==> src/rtl/macc_sequencer.sv <==
// macc_sequencer
// Control sequencer for one matrix multiply-accumulate pass:
// C[MxN] = A[MxK] * B[KxN].
// It walks (i, j, k) with k innermost, then j, then i. For each iteration it
// issues a registered operand read. The MAC strobes follow through a delay
// pipe matched to the operand-memory read latency.
//
// Ports
//   CLK, RST          clock, synchronous active-high reset
//   start             one-cycle pass request, sampled only in IDLE
//   m_max/n_max/k_max dimension masks M-1, N-1, K-1 (each must be 2^x-1)
//   en                issue enable; low stalls address issue
//   rd_en             operand read strobe (A and B)
//   a_addr, b_addr    A address (i<<lgK)|k, B address (k<<lgN)|j
//   mac_clr, mac_en   MAC load-first-term / accumulate strobes
//   c_wr, c_addr      C write strobe (last k term) and address (i<<lgN)|j
//   busy, done        pass in progress / one-cycle completion pulse
//   cfg_err           one-cycle pulse when a start is rejected
module macc_sequencer #(
    parameter int MSB    = 11,
    parameter int RD_LAT = 2
) (
    input  logic         CLK,
    input  logic         RST,
    input  logic         start,
    input  logic [MSB:0] m_max,
    input  logic [MSB:0] n_max,
    input  logic [MSB:0] k_max,
    input  logic         en,
    output logic         rd_en,
    output logic [MSB:0] a_addr,
    output logic [MSB:0] b_addr,
    output logic         mac_clr,
    output logic         mac_en,
    output logic         c_wr,
    output logic [MSB:0] c_addr,
    output logic         busy,
    output logic         done,
    output logic         cfg_err
);
    localparam int AW  = MSB + 1;
    localparam int LGW = $clog2(AW + 1);
    localparam logic [LGW:0] ADDR_BITS = AW[LGW:0];
    // Selects every pipe stage except the tail, which empties on the next edge.
    localparam logic [RD_LAT-1:0] HEAD_MASK = {RD_LAT{1'b1}} >> 1;

    typedef enum logic [1:0] {
        S_IDLE,
        S_ISSUE,
        S_DRAIN,
        S_DONE
    } state_t;

    typedef struct packed {
        logic         vld;
        logic         first;
        logic         last;
        logic [MSB:0] caddr;
    } stage_t;

    // Count of contiguous low-order ones.
    function automatic logic [LGW-1:0] trail_ones(input logic [MSB:0] v);
        logic [LGW-1:0] n;
        logic           run;
        n   = '0;
        run = 1'b1;
        for (int b = 0; b < AW; b++) begin
            if (run && v[b]) begin
                n = n + LGW'(1);
            end else begin
                run = 1'b0;
            end
        end
        return n;
    endfunction

    function automatic logic is_mask(input logic [MSB:0] v);
        return (v & (v + AW'(1))) == '0;
    endfunction

    state_t         state_q, state_d;
    logic [MSB:0]   i_q, i_d, j_q, j_d, k_q, k_d;
    logic [MSB:0]   m_max_q, m_max_d, n_max_q, n_max_d, k_max_q, k_max_d;
    logic [LGW-1:0] lg_n_q, lg_n_d, lg_k_q, lg_k_d;
    logic [MSB:0]   a_addr_q, a_addr_d, b_addr_q, b_addr_d;
    stage_t         iss_q, iss_d;
    logic           cfg_err_q, cfg_err_d;

    logic [LGW-1:0] lg_m_in, lg_n_in, lg_k_in;
    logic [LGW:0]   sum_mk, sum_kn, sum_mn;
    logic           cfg_ok;
    logic           last_iter;
    logic           pipe_pending;
    logic [RD_LAT-1:0] pipe_vld;
    stage_t         pipe_tail;

    // Configuration decode of the live inputs (used only when start is taken).
    always_comb begin
        lg_m_in = trail_ones(m_max);
        lg_n_in = trail_ones(n_max);
        lg_k_in = trail_ones(k_max);
        sum_mk  = {1'b0, lg_m_in} + {1'b0, lg_k_in};
        sum_kn  = {1'b0, lg_k_in} + {1'b0, lg_n_in};
        sum_mn  = {1'b0, lg_m_in} + {1'b0, lg_n_in};
        cfg_ok  = is_mask(m_max) && is_mask(n_max) && is_mask(k_max) &&
                  (sum_mk <= ADDR_BITS) && (sum_kn <= ADDR_BITS) &&
                  (sum_mn <= ADDR_BITS);
    end

    always_comb begin
        last_iter    = (i_q == m_max_q) && (j_q == n_max_q) && (k_q == k_max_q);
        // Work is still in flight if anything survives the next shift.
        pipe_pending = iss_q.vld | (|(pipe_vld & HEAD_MASK));
    end

    always_comb begin
        state_d   = state_q;
        i_d       = i_q;
        j_d       = j_q;
        k_d       = k_q;
        m_max_d   = m_max_q;
        n_max_d   = n_max_q;
        k_max_d   = k_max_q;
        lg_n_d    = lg_n_q;
        lg_k_d    = lg_k_q;
        a_addr_d  = a_addr_q;
        b_addr_d  = b_addr_q;
        iss_d     = '0;
        cfg_err_d = 1'b0;
        unique case (state_q)
            S_IDLE: begin
                if (start) begin
                    if (cfg_ok) begin
                        m_max_d = m_max;
                        n_max_d = n_max;
                        k_max_d = k_max;
                        lg_n_d  = lg_n_in;
                        lg_k_d  = lg_k_in;
                        i_d     = '0;
                        j_d     = '0;
                        k_d     = '0;
                        state_d = S_ISSUE;
                    end else begin
                        cfg_err_d = 1'b1;
                    end
                end
            end
            S_ISSUE: begin
                if (en) begin
                    iss_d.vld   = 1'b1;
                    iss_d.first = (k_q == '0);
                    iss_d.last  = (k_q == k_max_q);
                    iss_d.caddr = (i_q << lg_n_q) | j_q;
                    a_addr_d    = (i_q << lg_k_q) | k_q;
                    b_addr_d    = (k_q << lg_n_q) | j_q;
                    if (k_q == k_max_q) begin
                        k_d = '0;
                        if (j_q == n_max_q) begin
                            j_d = '0;
                            i_d = (i_q == m_max_q) ? '0 : i_q + AW'(1);
                        end else begin
                            j_d = j_q + AW'(1);
                        end
                    end else begin
                        k_d = k_q + AW'(1);
                    end
                    if (last_iter) begin
                        state_d = S_DRAIN;
                    end
                end
            end
            S_DRAIN: begin
                if (!pipe_pending) begin
                    state_d = S_DONE;
                end
            end
            S_DONE: begin
                state_d = S_IDLE;
            end
            default: begin
                state_d = S_IDLE;
            end
        endcase
    end

    always_ff @(posedge CLK) begin
        if (RST) begin
            state_q   <= S_IDLE;
            i_q       <= '0;
            j_q       <= '0;
            k_q       <= '0;
            m_max_q   <= '0;
            n_max_q   <= '0;
            k_max_q   <= '0;
            lg_n_q    <= '0;
            lg_k_q    <= '0;
            a_addr_q  <= '0;
            b_addr_q  <= '0;
            iss_q     <= '0;
            cfg_err_q <= 1'b0;
        end else begin
            state_q   <= state_d;
            i_q       <= i_d;
            j_q       <= j_d;
            k_q       <= k_d;
            m_max_q   <= m_max_d;
            n_max_q   <= n_max_d;
            k_max_q   <= k_max_d;
            lg_n_q    <= lg_n_d;
            lg_k_q    <= lg_k_d;
            a_addr_q  <= a_addr_d;
            b_addr_q  <= b_addr_d;
            iss_q     <= iss_d;
            cfg_err_q <= cfg_err_d;
        end
    end

    // Delay pipe fed by the registered issue stage, so the tail lines up with
    // read data RD_LAT cycles after rd_en. It always shifts, ignoring en.
    genvar gi;
    generate
        for (gi = 0; gi < RD_LAT; gi++) begin : g_pipe
            stage_t stg_q, stg_d;
            if (gi == 0) begin : g_head
                always_comb stg_d = iss_q;
            end else begin : g_body
                always_comb stg_d = g_pipe[gi-1].stg_q;
            end
            always_ff @(posedge CLK) begin
                if (RST) begin
                    stg_q <= '0;
                end else begin
                    stg_q <= stg_d;
                end
            end
            assign pipe_vld[gi] = stg_q.vld;
            if (gi == RD_LAT - 1) begin : g_tail
                assign pipe_tail = stg_q;
            end
        end
    endgenerate

    assign rd_en   = iss_q.vld;
    assign a_addr  = a_addr_q;
    assign b_addr  = b_addr_q;
    assign mac_en  = pipe_tail.vld;
    assign mac_clr = pipe_tail.vld & pipe_tail.first;
    assign c_wr    = pipe_tail.vld & pipe_tail.last;
    assign c_addr  = pipe_tail.caddr;
    assign busy    = (state_q != S_IDLE);
    assign done    = (state_q == S_DONE);
    assign cfg_err = cfg_err_q;

endmodule

==> config.mk <==
export PLATFORM = sky130hd
export DESIGN_NAME = macc_sequencer
export DESIGN_NICKNAME = d
export VERILOG_FILES = /design/src/rtl/macc_sequencer.sv
export SDC_FILE = /design/constraint.sdc
export NUM_CORES = 1
export LEC_CHECK = 0
export CAP_MARGIN = 5
export CELL_PAD_IN_SITES_DETAIL_PLACEMENT = 0
export CELL_PAD_IN_SITES_GLOBAL_PLACEMENT = 1
export CORE_MARGIN = 1.5
export CORE_UTILIZATION = 44
export CTS_CLUSTER_DIAMETER = 50
export DETAILED_ROUTE_END_ITERATION = 10
export PLACE_DENSITY_LB_ADDON = 0.1
export RECOVER_POWER = 25
export SLEW_MARGIN = 10
export SYNTH_ARGS = -nofsm -noshare
export SYNTH_HDL_FRONTEND = slang
export SYNTH_SLANG_ARGS = --single-unit
==> constraint.sdc <==
create_clock -name CLK -period 10.34 [get_ports CLK]
set_clock_uncertainty 0.1 [all_clocks]
set_input_delay 2.068 -clock CLK [delete_from_list [all_inputs] [get_ports CLK]]
set_output_delay 2.068 -clock CLK [all_outputs]
set_load 0.01 [all_outputs]
Word-level counts from Yosys, hierarchy flattened
Cells that the tools add are included.
{"block": "word_totals", "reg_bits": 152, "inputBits": 40}
{"block": "classes", "addsub": 42, "magnitude_cmp": 3, "n_eq_ne": 13, "n_shift": 3, "muxes": 91, "bitwise": 13, "n_reduce_logical": 56}
{"cell": "$mux 12", "count": 11}
{"cell": "$add 4x1->4 const B", "count": 32}
{"cell": "$mux 4", "count": 32}
{"cell": "$add 12x1->12 const B", "count": 6}
{"cell": "$pmux 12 s2", "count": 3}
{"cell": "$logic_not 12->1", "count": 4}
{"cell": "$logic_and 1x1->1", "count": 40}
{"cell": "$mux 1", "count": 37}
{"cell": "$and 12x12->12", "count": 3}
{"cell": "$eq 12x12->1", "count": 3}
{"cell": "$or 12x12->12", "count": 3}
{"cell": "$shl 12x4->12", "count": 3}
{"cell": "$add 4x4->5", "count": 3}
{"cell": "$le 5x4->1 const B", "count": 3}
{"cell": "$mux 15", "count": 1}
{"cell": "$ne 2x2->1 const B", "count": 7}
{"cell": "$mux 2", "count": 6}
{"cell": "$reduce_and 5->1", "count": 2}
{"cell": "$pmux 2 s4", "count": 1}
{"cell": "$reduce_and 6->1", "count": 1}
{"cell": "$reduce_or 3->1", "count": 2}
{"cell": "$eq 2x2->1 const B", "count": 2}
{"cell": "$not 1->1", "count": 4}
{"cell": "$reduce_and 4->1", "count": 1}
{"cell": "9 further kinds", "count": 11}

Logic depth before layout (Yosys ltp)
Gate-level depths: netlist of run 1.
{"block": "depth", "depth_word": 31, "ltp_mapped": 44, "depth_no_buf": 41}

Least setup slack after synthesis of run 1
Ideal clock, no wire load.
{"block": "synth_path", "path_kind": "input-to-reg", "from": "input port m_max[2]", "to": "register j_q[7]", "setup_ps": 70, "arrival_time_ps": 9392, "slack_ps": 778, "cell_stages": 44, "cell_sequence": "inv_1 > a21boi_0 > ha_1 > o31a_1 > ha_1 > mux2i_1 > a31oi_1 > ha_1 > mux2i_1 > inv_1 > ha_1 > nor2_1 > a21oi_1 > ha_1 > nand2_1 > nand2_1 > ha_1 > mux2i_1 > (+8 left out) > o31ai_1 > ha_1 > nand3_1 > xnor2_1 > nor2_1 > xor2_1 > ha_1 > nor2b_1 > o21a_1 > a2111oi_0 > a22oi_1 > and4b_1 > buf_4 > a31oi_4 > buf_2 > clkbuf_1 > o31ai_1 > a21oi_1"}
{"block": "synth_between", "elab_chain_cells": 27, "word_cells_on_any_way": 52}
{"item": "from (decl)", "line": "26", "source": "input logic [MSB:0] m_max,"}
{"item": "$logic_and 1x1->1", "line": "68", "source": "if (run && v[b]) begin"}
{"item": "$mux 4 / $mux 1 (equally long branches)", "line": "68"}
{"item": "$add 4x1->4 / $logic_and 1x1->1 (equally long branches)", "line": "69, 68"}
{"item": "$mux 4 / $mux 1 (equally long branches)", "line": "68"}
{"item": "$add 4x1->4 / $logic_and 1x1->1 (equally long branches)", "line": "69, 68"}
{"item": "$mux 4 / $mux 1 (equally long branches)", "line": "68"}
{"item": "$add 4x1->4 / $logic_and 1x1->1 (equally long branches)", "line": "69, 68"}
{"item": "$mux 4 / $mux 1 (equally long branches)", "line": "68"}
{"item": "(+11 left out)"}
{"item": "$mux 4", "line": "68"}
{"item": "$add 4x4->5", "line": "102", "source": "sum_mk = {1'b0, lg_m_in} + {1'b0, lg_k_in};"}
{"item": "$le 5x4->1", "line": "106", "source": "(sum_mk <= ADDR_BITS) && (sum_kn <= ADDR_BITS) &&"}
{"item": "$logic_and 1x1->1", "line": "105", "source": "cfg_ok = is_mask(m_max) && is_mask(n_max) && is_mask(k_max) &&"}
{"item": "$logic_and 1x1->1", "line": "106"}
{"item": "$logic_and 1x1->1 *", "line": "106"}
{"item": "$ne 2x2->1 (no source line) *"}
{"item": "$reduce_and 5->1 (no source line) *"}
{"item": "to (signal assigned)", "line": "204", "source": "j_q <= j_d;"}
{"item": "to (decl)", "line": "82", "source": "logic [MSB:0] i_q, i_d, j_q, j_d, k_q, k_d;"}
Every way passes the cells marked *; elsewhere a longest branch is shown, timed or not.
A chain may end at the register's enable or synchronous reset.

Worst setup path in the final report of run 1
{"block": "layout_path", "from": "input port m_max[3]", "to": "register k_q[1]"}
{"block": "layout_between", "elab_chain_cells": 25, "word_cells_on_any_way": 48}
{"item": "$logic_and 1x1->1", "line": "68"}
{"item": "$mux 4 / $mux 1 (equally long branches)", "line": "68"}
{"item": "$add 4x1->4 / $logic_and 1x1->1 (equally long branches)", "line": "69, 68"}
{"item": "$mux 4 / $mux 1 (equally long branches)", "line": "68"}
{"item": "$add 4x1->4 / $logic_and 1x1->1 (equally long branches)", "line": "69, 68"}
{"item": "$mux 4 / $mux 1 (equally long branches)", "line": "68"}
{"item": "$add 4x1->4 / $logic_and 1x1->1 (equally long branches)", "line": "69, 68"}
{"item": "$mux 4 / $mux 1 (equally long branches)", "line": "68"}
{"item": "(+9 left out)"}
{"item": "$mux 4", "line": "68"}
{"item": "$add 4x4->5", "line": "102"}
{"item": "$le 5x4->1", "line": "106"}
{"item": "$logic_and 1x1->1", "line": "105"}
{"item": "$logic_and 1x1->1", "line": "106"}
{"item": "$logic_and 1x1->1 *", "line": "106"}
{"item": "$ne 2x2->1 (no source line) *"}
{"item": "$reduce_and 4->1 (no source line) *"}
{"item": "to (signal assigned)", "line": "205", "source": "k_q <= k_d;"}
{"item": "to (decl)", "line": "82"}
Marks and branches as above.

==> results of run 1 <==
## logic make-up after synthesis
logic type	Yosys count	synth area share
adder cells (fa/ha/maj)	49	0.0627
AO/OA/AOI/OAI	287	0.172
flip-flops	152	0.300
buffers and inverters	157	0.0672
AND/OR/NAND/NOR	471	0.235
XOR/XNOR	66	0.0585
multiplexers	97	0.104
## repair_timing
item                                   in CTS  in global routing
buffers inserted                            0                  4
endpoints found under the hold margin       0                  0
resized for setup                           0                 25
setup endpoints to repair                   0                 82
## worst max-delay path: cells and delay by family
| family | cells | cell delay, ps |
|---|---|---|
| compound gates | 10 | 2080 |
| xor+xnor | 2 | 390 |
| fa+ha+maj | 9 | 2390 |
| buf+inv | 6 | 1280 |
| simple gates | 10 | 920 |
| mux | 5 | 840 |
## metal layers
layer  vias up  routed length, um  global-route usage
li1       4576                  -                   -
met1      4241              13700               0.331
met2       237              13200               0.391
met3        23               1010              0.0328
met4         0                454              0.0865
met5         -                  0                   0
## Yosys cell counts, drive strengths merged, types with 4 or more instances
| library cell | count | area [um2] |
|---|---|---|
| or2 | 5 | 31.3 |
| nand3b | 5 | 37.5 |
| a2111oi | 5 | 50.0 |
| buf | 34 | 220 |
| nor2 | 146 | 551 |
| o211ai | 9 | 67.6 |
| mux4 | 6 | 135 |
| and2 | 18 | 113 |
| dfxtp | 152 | 3040 |
| o31ai | 23 | 173 |
| mux2i | 85 | 851 |
| nand3 | 42 | 210 |
| nand2 | 94 | 355 |
| ha | 46 | 576 |
| xnor2 | 30 | 263 |
| mux2 | 6 | 67.6 |
| and3b | 4 | 35.0 |
| a21o | 4 | 30.0 |
| a22oi | 4 | 30.0 |
| nor4 | 11 | 68.8 |
| a21oi | 85 | 425 |
| a31oi | 14 | 103 |
| nor3b | 5 | 37.5 |
| o21ai | 87 | 439 |
| nand2b | 8 | 50.1 |
| xor2 | 35 | 307 |
| inv | 49 | 184 |
| nand4 | 13 | 100 |
| or3 | 8 | 50.1 |
| a211oi | 7 | 52.6 |
| and3 | 20 | 125 |
| a21boi | 8 | 60.1 |
| and4 | 6 | 55.1 |
| nor2b | 44 | 275 |
| nor3 | 14 | 70.1 |
| o22ai | 14 | 87.6 |
| o21a | 9 | 67.6 |
| clkbuf | 73 | 274 |
| or4 | 21 | 158 |
## sequential cells by signal (all words and copies together) (netlist names), 2 cells and up
name and flops:
a_addr 12, b_addr 12, c_addr 12, g_pipe.stg_d 14, g_pipe.stg_q 17, i_q 12
j_q 12, k_max_q 12, k_q 12, lg_k_q 4, lg_n_q 4, m_max_q 12
n_max_q 12, state_q 2
## worst paths after layout
kind	to	cells after the start	slack [ps]
worst max register to register	g_pipe[0].stg_d[13]	8	7140
worst min register to register	c_addr[8]	1	340
worst min-delay path	c_addr[8]	1	340
worst max-delay path	k_q[1]	42	560
## cell type report
cell class	instances	area, um2	area share
clock buffers	17	425	0.0359
clock inverters	15	156	0.0132
inverters	50	188	0.0158
multi-input cells	970	6470	0.546
flip-flops and latches	152	3040	0.257
well taps	285	357	0.0301
repair buffers	126	1210	0.102
## through the flow
| stage | util | instance area [um2] | worst slack [ps] |
|---|---|---|---|
| global placement | 0.491 | 11100 | 36.6 |
| detailed placement | 0.491 | 11100 | -210 |
| finish | 0.523 | 11900 | 564 |
| floorplan | - | 10100 | 778 |
| global route | 0.523 | 11900 | 70.8 |
| CTS | 0.516 | 11700 | 183 |
## power breakdown
group          internal (mW)  leakage [nW]  switching (mW)
registers              0.585          1.22       0.0000394
logic                 0.0519          3.11          0.0724
clock network          0.342         0.288           0.279
==> impl_metrics.json, run 1 <==
{
  "yosys_register_bits": 152,
  "n_antenna_cell": 0,
  "yosys_warnings": 0,
  "status": "finished clean",
  "synth_area_mm2": 0.0101,
  "cp_max_fo": 8,
  "initial_core_util": 0.448,
  "pin_count": 83,
  "syn_area_per_cell_um2": 7.93,
  "ys_seq_area_frac": 0.300,
  "tightest_slew_ps": 1460,
  "nFillCells": 2167,
  "num_vias": 9077,
  "crit_required_ps": 10540,
  "drt_iter0_markers": 610,
  "leakage_nw": 4.62,
  "fin_tns_setup_ps": 0,
  "vdd_drop_max_v": 0.000111,
  "cts_hold_buf": 0,
  "cts_tree": "done",
  "die-area_mm2": 0.0240,
  "r2r-start": "state_q[1]",
  "wl_per_cell_um": 17.6,
  "gpl.final_weighted_congestion": 0.885,
  "hold_viol_final": 0,
  "cts_sinks": 152,
  "min_period_ps": 9780,
  "grt_pass1_wl_mm": 45.7,
  "finalMaxSlewViolations": 0,
  "grt_overflow_total": 0,
  "relSlewSlack": 0.0238,
  "final_common_cell": "dfxtp_1",
  "h-tree-depth": 4,
  "hp-class": "reg -> reg",
  "core_mm2": 0.0226,
  "max_stage_delay_ps": 600,
  "hp-start": "g_pipe[0].stg_q[8]",
  "numCtsBuffers": 17,
  "fmax_mhz": 102,
  "insertion_delay_ps": 430,
  "grt_max_degree": 98,
  "final_cells": 1615,
  "power.density_mw_per_mm2": 112,
  "crit_top_cell": "ha_1",
  "placementRows": 55,
  "slowest_stage": "clkdlybuf4s50_1",
  "crit_arrival_ps": 9980,
  "antenna_left": 0,
  "hold_slack_ps": 336,
  "area_growth_pct": 16.9,
  "maxCapViolCount": 0,
  "worstSetupEndpointType": "register",
  "yosysUniqueCellTypes": 72,
  "antenna_found_initial": 0,
  "die_w_um": 155,
  "port_buffers": 82,
  "route.detailed.drc": 0,
  "p_total_mw": 1.33,
  "startpoint": "m_max[3]",
  "drt-total-wl_mm": 28.4,
  "syn_nets": 1368,
  "root_buffer": "clkbuf_16",
  "drive_gt1_frac": 0.0887,
  "worstSetupPathType": "in -> reg",
  "ys.flop_type": "dfxtp_1",
  "async_reset_ff_frac": 0,
  "drt-pass1-iter-count": 5,
  "clkTransAtPathRegs_ps": 70,
  "rsz0062_at_grt": "false",
  "post-place-cells": 1576,
  "grtUsageTotal": 0.242,
  "avgViaCountPerCell": 5.62,
  "fp.dieH_um": 155,
  "synth_edf_count": 0,
  "first_global_vias": 8339,
  "final_nets": 1406,
  "layout_common_cells": "dfxtp_1 (152), nor2_1 (144), nand2_1 (93), mux2i_1 (84), o21ai_0 (82)",
  "worst_setup_path_start_kind": "input port",
  "clock_path_buffers": 2,
  "syn_inst": 1279,
  "fin_crit_sh": 0.945,
  "dpl.hpwl_mm": 20.7,
  "setup_viol": 0
}
(Power assumes the default switching activity.)
==> run 2: changes to the inputs <==
- CORE_MARGIN: 1.5 -> 4
- CTS_CLUSTER_DIAMETER: 50 -> 80
==> run 2 against run 1 <==
Against the previous run: combinational power barely moved; flip-flop and latch count did not move; via count rose by 0.30%; critical endpoint is now j_q[10]; worst hold slack got worse by 4.0 ps; cell area rose by 0.78%; final cell count did not move; clock power rose by 7.4%; die area rose by 6.6%; routed wire length rose by 1.6%.
==> impl_metrics.json, run 2 (same netlist as run 1, synthesis figures left out) <==
{
  "core_mm2": 0.0226,
  "grt_pass1_wl_mm": 46.1,
  "highest_layer": "met4",
  "finalMaxSlewViolations": 0,
  "insertion_delay_ps": 440,
  "largest_register": "g_pipe.stg_q",
  "avgViaCountPerCell": 5.64,
  "drt_iter0_markers": 583,
  "final_cells": 1615,
  "grt_max_degree": 69,
  "antenna_found_initial": 0,
  "die-area_mm2": 0.0255,
  "hp-start": "g_pipe[0].stg_q[2]",
  "finalInstanceArea_mm2": 0.0119,
  "cp_max_fo": 42,
  "clock_path_buffers": 2,
  "r2r_cells": 8,
  "cts_hold_buf": 0,
  "fin_crit_sh": 0.959,
  "fp.dieH_um": 160,
  "wl_met3_mm": 1.10,
  "worstSetupPathType": "in -> reg",
  "placementRows": 55,
  "initial_core_util": 0.448,
  "layout_setup_ws_ps": 429,
  "p_total_mw": 1.38,
  "grt_overflow_total": 0,
  "rrSetupSlack_ps": 7130,
  "gpl.final_weighted_congestion": 0.919,
  "dpl.hpwl_mm": 20.9,
  "min_period_ps": 9910,
  "h-tree-depth": 4,
  "fin_tns_setup_ps": 0,
  "r2r-start": "state_q[1]",
  "met2WireLength_mm": 13.5,
  "largest_reg_flops": 17,
  "startpoint": "m_max[2]",
  "final_common_cell": "dfxtp_1",
  "dpl-instance-area_mm2": 0.0111,
  "whs_path_depth": 1,
  "hp-class": "reg -> reg",
  "post-place-cells": 1578,
  "leakage_nw": 4.64,
  "port_buffers": 82,
  "relSlewSlack": 0.0545,
  "root_buffer": "clkbuf_16",
  "crit_arrival_ps": 10170,
  "drt-pass1-iter-count": 5,
  "final_nets": 1406,
  "drive_gt1_frac": 0.0910,
  "crit_top_cell": "ha_1",
  "power.density_mw_per_mm2": 115,
  "tightest_slew_ps": 1420,
  "crit_required_ps": 10600,
  "area_growth_pct": 17.8,
  "die_w_um": 160,
  "layout_common_cells": "dfxtp_1 (152), nor2_1 (144), nand2_1 (93), o21ai_0 (83), mux2i_1 (83)",
  "pin_count": 83,
  "first_global_vias": 8409,
  "setup_viol": 0,
  "route.detailed.drc": 0,
  "clkTransAtPathRegs_ps": 70,
  "num_vias": 9104,
  "slowest_stage": "or4_1",
  "rr_endpoint": "g_pipe[0].stg_d[13]",
  "hold_viol_final": 0,
  "grtUsageTotal": 0.220,
  "worst_setup_path_start_kind": "input port",
  "numCtsBuffers": 17,
  "status": "finished clean",
  "min_to": "c_addr[2]",
  "vdd_drop_max_v": 0.000115,
  "worstSetupEndpointType": "register",
  "rsz0062_at_grt": "true",
  "cts_sinks": 152,
  "n_antenna_cell": 0,
  "wirelength_met1_mm": 13.8,
  "fmax_mhz": 101,
  "cts_tree": "done",
  "max_stage_delay_ps": 530,
  "wl_per_cell_um": 17.8,
  "dp_slack_ps": -88.1,
  "antenna_left": 0,
  "maxCapViolCount": 0,
  "nFillCells": 2212,
  "drt-total-wl_mm": 28.8
}
run 2: cell count changes in the layout (fill, tap and decap cells not counted), sizes merged:
cell,delta
clkbuf,-1
clkinv,-1
inv,-2
buf,+1
bufinv,+2
dlymetal6s2s,-1
clkinvlp,+1
clkdlybuf4s50,+1
run 2: how the worst max path moves through the flow:
stage                     cells after the start       to
after floorplan                              44   j_q[7]
after detailed placement                     42  i_q[10]
after global routing                         43   j_q[3]
after global placement                       42   i_q[8]
final                                        42  j_q[10]
after CTS                                    41   i_q[8]
run 2: routing by layer:
layer / vias up / track usage
met2: 212 / 0.359
met3: 29 / 0.0328
met4: 0 / 0.0606
met5: - / 0
met1: 4278 / 0.306
li1: 4585 / -
run 2: repair_timing:
item / CTS / global route
setup endpoints to repair: 0 / 82
buffers inserted: 0 / 2
gates resized for setup: 0 / 25
run 2: area by class of cell:
type                    instances  area [um2]  area share
multi-input cells             970        6500       0.544
repair buffers                126        1220       0.103
flip-flops and latches        152        3040       0.255
inverters                      50         188      0.0157
clock inverters                15         208      0.0174
well taps                     285         357      0.0299
clock buffers                  17         425      0.0356
run 2: report_power, final:
| group | internal (mW) | switching [mW] | total, mW |
|---|---|---|---|
| clock | 0.390 | 0.277 | 0.667 |
| combinational | 0.0523 | 0.0725 | 0.125 |
| sequential | 0.585 | 0.0000860 | 0.586 |
| total | 1.03 | 0.349 | 1.38 |
run 2: stage by stage:
step           hold slack [ps]   util
6_report                   332  0.527
5_1_grt                    346  0.527
4_1_cts                    334  0.520
3_5_place_dp               322  0.492
3_3_place_gp               316  0.492
2_1_floorplan              314      -
run 2: critical path: cells and delay by family:
kind	cells	cell delay (ps)
buf+inv	5	910
compound gates	13	2100
mux	6	890
fa+ha+maj	10	2750
simple gates	8	1430
==> run 3: changes to the inputs <==
- CORE_MARGIN: 4 -> 2
==> run 3 against run 2 <==
Against the previous run: the flow now finishes with violations (max-capacitance violations, max-slew violations); core utilization shrank 0.26 points; global-route usage grew 1.6 points; die area shrank 4.9%; largest cell class unchanged.
==> impl_metrics.json, run 3 (same netlist as run 1, synthesis figures left out) <==
{
  "relSlewSlack": -0.775,
  "dpl.hpwl_mm": 21.0,
  "first_global_vias": 8529,
  "cp_max_fo": 6,
  "worstSetupPathType": "in -> reg",
  "drt-pass1-iter-count": 6,
  "route.detailed.drc": 0,
  "vdd_drop_max_v": 0.000119,
  "crit_top_cell": "ha_1",
  "avgViaCountPerCell": 5.62,
  "internal-power_uw": 1000,
  "status": "finished, violations left",
  "die-area_mm2": 0.0243,
  "crit_required_ps": 10580,
  "antenna_left": 0,
  "grt_overflow_total": 0,
  "drt-total-wl_mm": 28.4,
  "leakage_nw": 4.63,
  "maxCapViolCount": 2,
  "drt_iter0_markers": 742,
  "grt_max_degree": 62,
  "insertion_delay_ps": 420,
  "worstSetupEndpointType": "register",
  "h-tree-depth": 4,
  "grt_pass1_wl_mm": 45.6,
  "layout_setup_ws_ps": 565,
  "p_seq_frac": 0.438,
  "layout_common_cells": "dfxtp_1 (152), nor2_1 (144), nand2_1 (93), mux2i_1 (85)",
  "fp.dieH_um": 156,
  "crit_arrival_ps": 10010,
  "port_buffers": 82,
  "swShare": 0.252,
  "worst_setup_path_start_kind": "input port",
  "r2r_cells": 8,
  "finalMaxSlewViolations": 100,
  "final_nets": 1408,
  "die_w_um": 156,
  "antenna_found_initial": 0,
  "max_stage_delay_ps": 600,
  "power_frac_comb": 0.093,
  "pin_count": 83,
  "final_common_cell": "dfxtp_1",
  "min_period_ps": 9770,
  "largest_register": "g_pipe.stg_q",
  "clkTransAtPathRegs_ps": 60,
  "core_mm2": 0.0226,
  "num_vias": 9092,
  "tightest_slew_ps": 2660,
  "initial_core_util": 0.448,
  "fmax_mhz": 102,
  "violations": "max-capacitance violations, max-slew violations",
  "clock_path_buffers": 2,
  "slowest_stage": "clkdlybuf4s50_1",
  "fin_crit_sh": 0.945,
  "gpl.final_weighted_congestion": 0.914,
  "setup_viol": 0,
  "whs_path_depth": 1,
  "root_buffer": "clkbuf_16",
  "rrSetupSlack_ps": 7320,
  "grtUsageTotal": 0.237,
  "area_growth_pct": 17.2,
  "p_total_mw": 1.34,
  "clkPwrFrac": 0.469,
  "numCtsBuffers": 17,
  "drive_gt1_frac": 0.0901,
  "cts_hold_buf": 0,
  "largest_reg_flops": 17,
  "cts_tree": "done",
  "power.density_mw_per_mm2": 112,
  "hp-class": "reg -> reg",
  "dp_slack_ps": -218,
  "wl_per_cell_um": 17.6,
  "n_antenna_cell": 0,
  "placementRows": 55,
  "switching_power_uw": 336,
  "hold_viol_final": 0,
  "cts_sinks": 152
}
## run 3: cell type report
class                   instances  area, um2
flip-flops and latches        152       3040
fillers                      2124      10800
inverters                      50        188
repair buffers                128       1230
clock buffers                  18        429
multi-input cells             970       6480
well taps                     285        357
clock inverters                14        164
## run 3: layer usage
layer	track usage	vias up	routed length, um
li1	-	4612	-
met1	0.322	4232	13500
met2	0.391	222	13400
met3	0.0294	26	1060
met4	0.0734	0	428
met5	0	-	0
## run 3: final timing paths
kind	startpoint	endpoint
hold / removal	g_pipe[0].stg_d[2]	g_pipe[0].stg_q[2]
hold reg to reg	g_pipe[0].stg_d[2]	g_pipe[0].stg_q[2]
setup / recovery	m_max[3]	j_q[3]
setup reg to reg	k_q[8]	i_q[7]
## run 3: power by group through the flow
stage	logic, mW	registers [mW]	clock network (mW)
6_report	0.124	0.586	0.627
3_5_place_dp	0.120	0.599	0
3_3_place_gp	0.120	0.599	0
2_1_floorplan	0.0708	0.599	0
4_1_cts	0.121	0.585	0.641
5_1_grt	0.139	0.585	0.664
## run 3: what timing repair did
action / CTS / global route
gates resized for setup: 0 / 25
setup endpoints to repair: 0 / 82
buffers inserted: 0 / 5
endpoints found under the hold margin: 0 / 0
## run 3: critical path: cells and delay by family
kind	cells	cell delay (ps)
and+or+nand+nor	12	1750
AOI/OAI and AO/OA	9	1610
buffers and inverters	5	1140
adders and majority gates	9	2410
muxes	4	640
xor gates and xnor gates	2	380
## run 3: stage by stage
step                cells  instance area, um2   util  TNS, ps  hold WS (ps)
floorplan            1279               10100      -        0           314
global placement     1578               11100  0.492        0           316
detailed placement   1578               11100  0.492   -10080           321
CTS                  1610               11700  0.518        0           336
global route         1617               11900  0.525    -3.23           350
finish               1617               11900  0.525        0           333
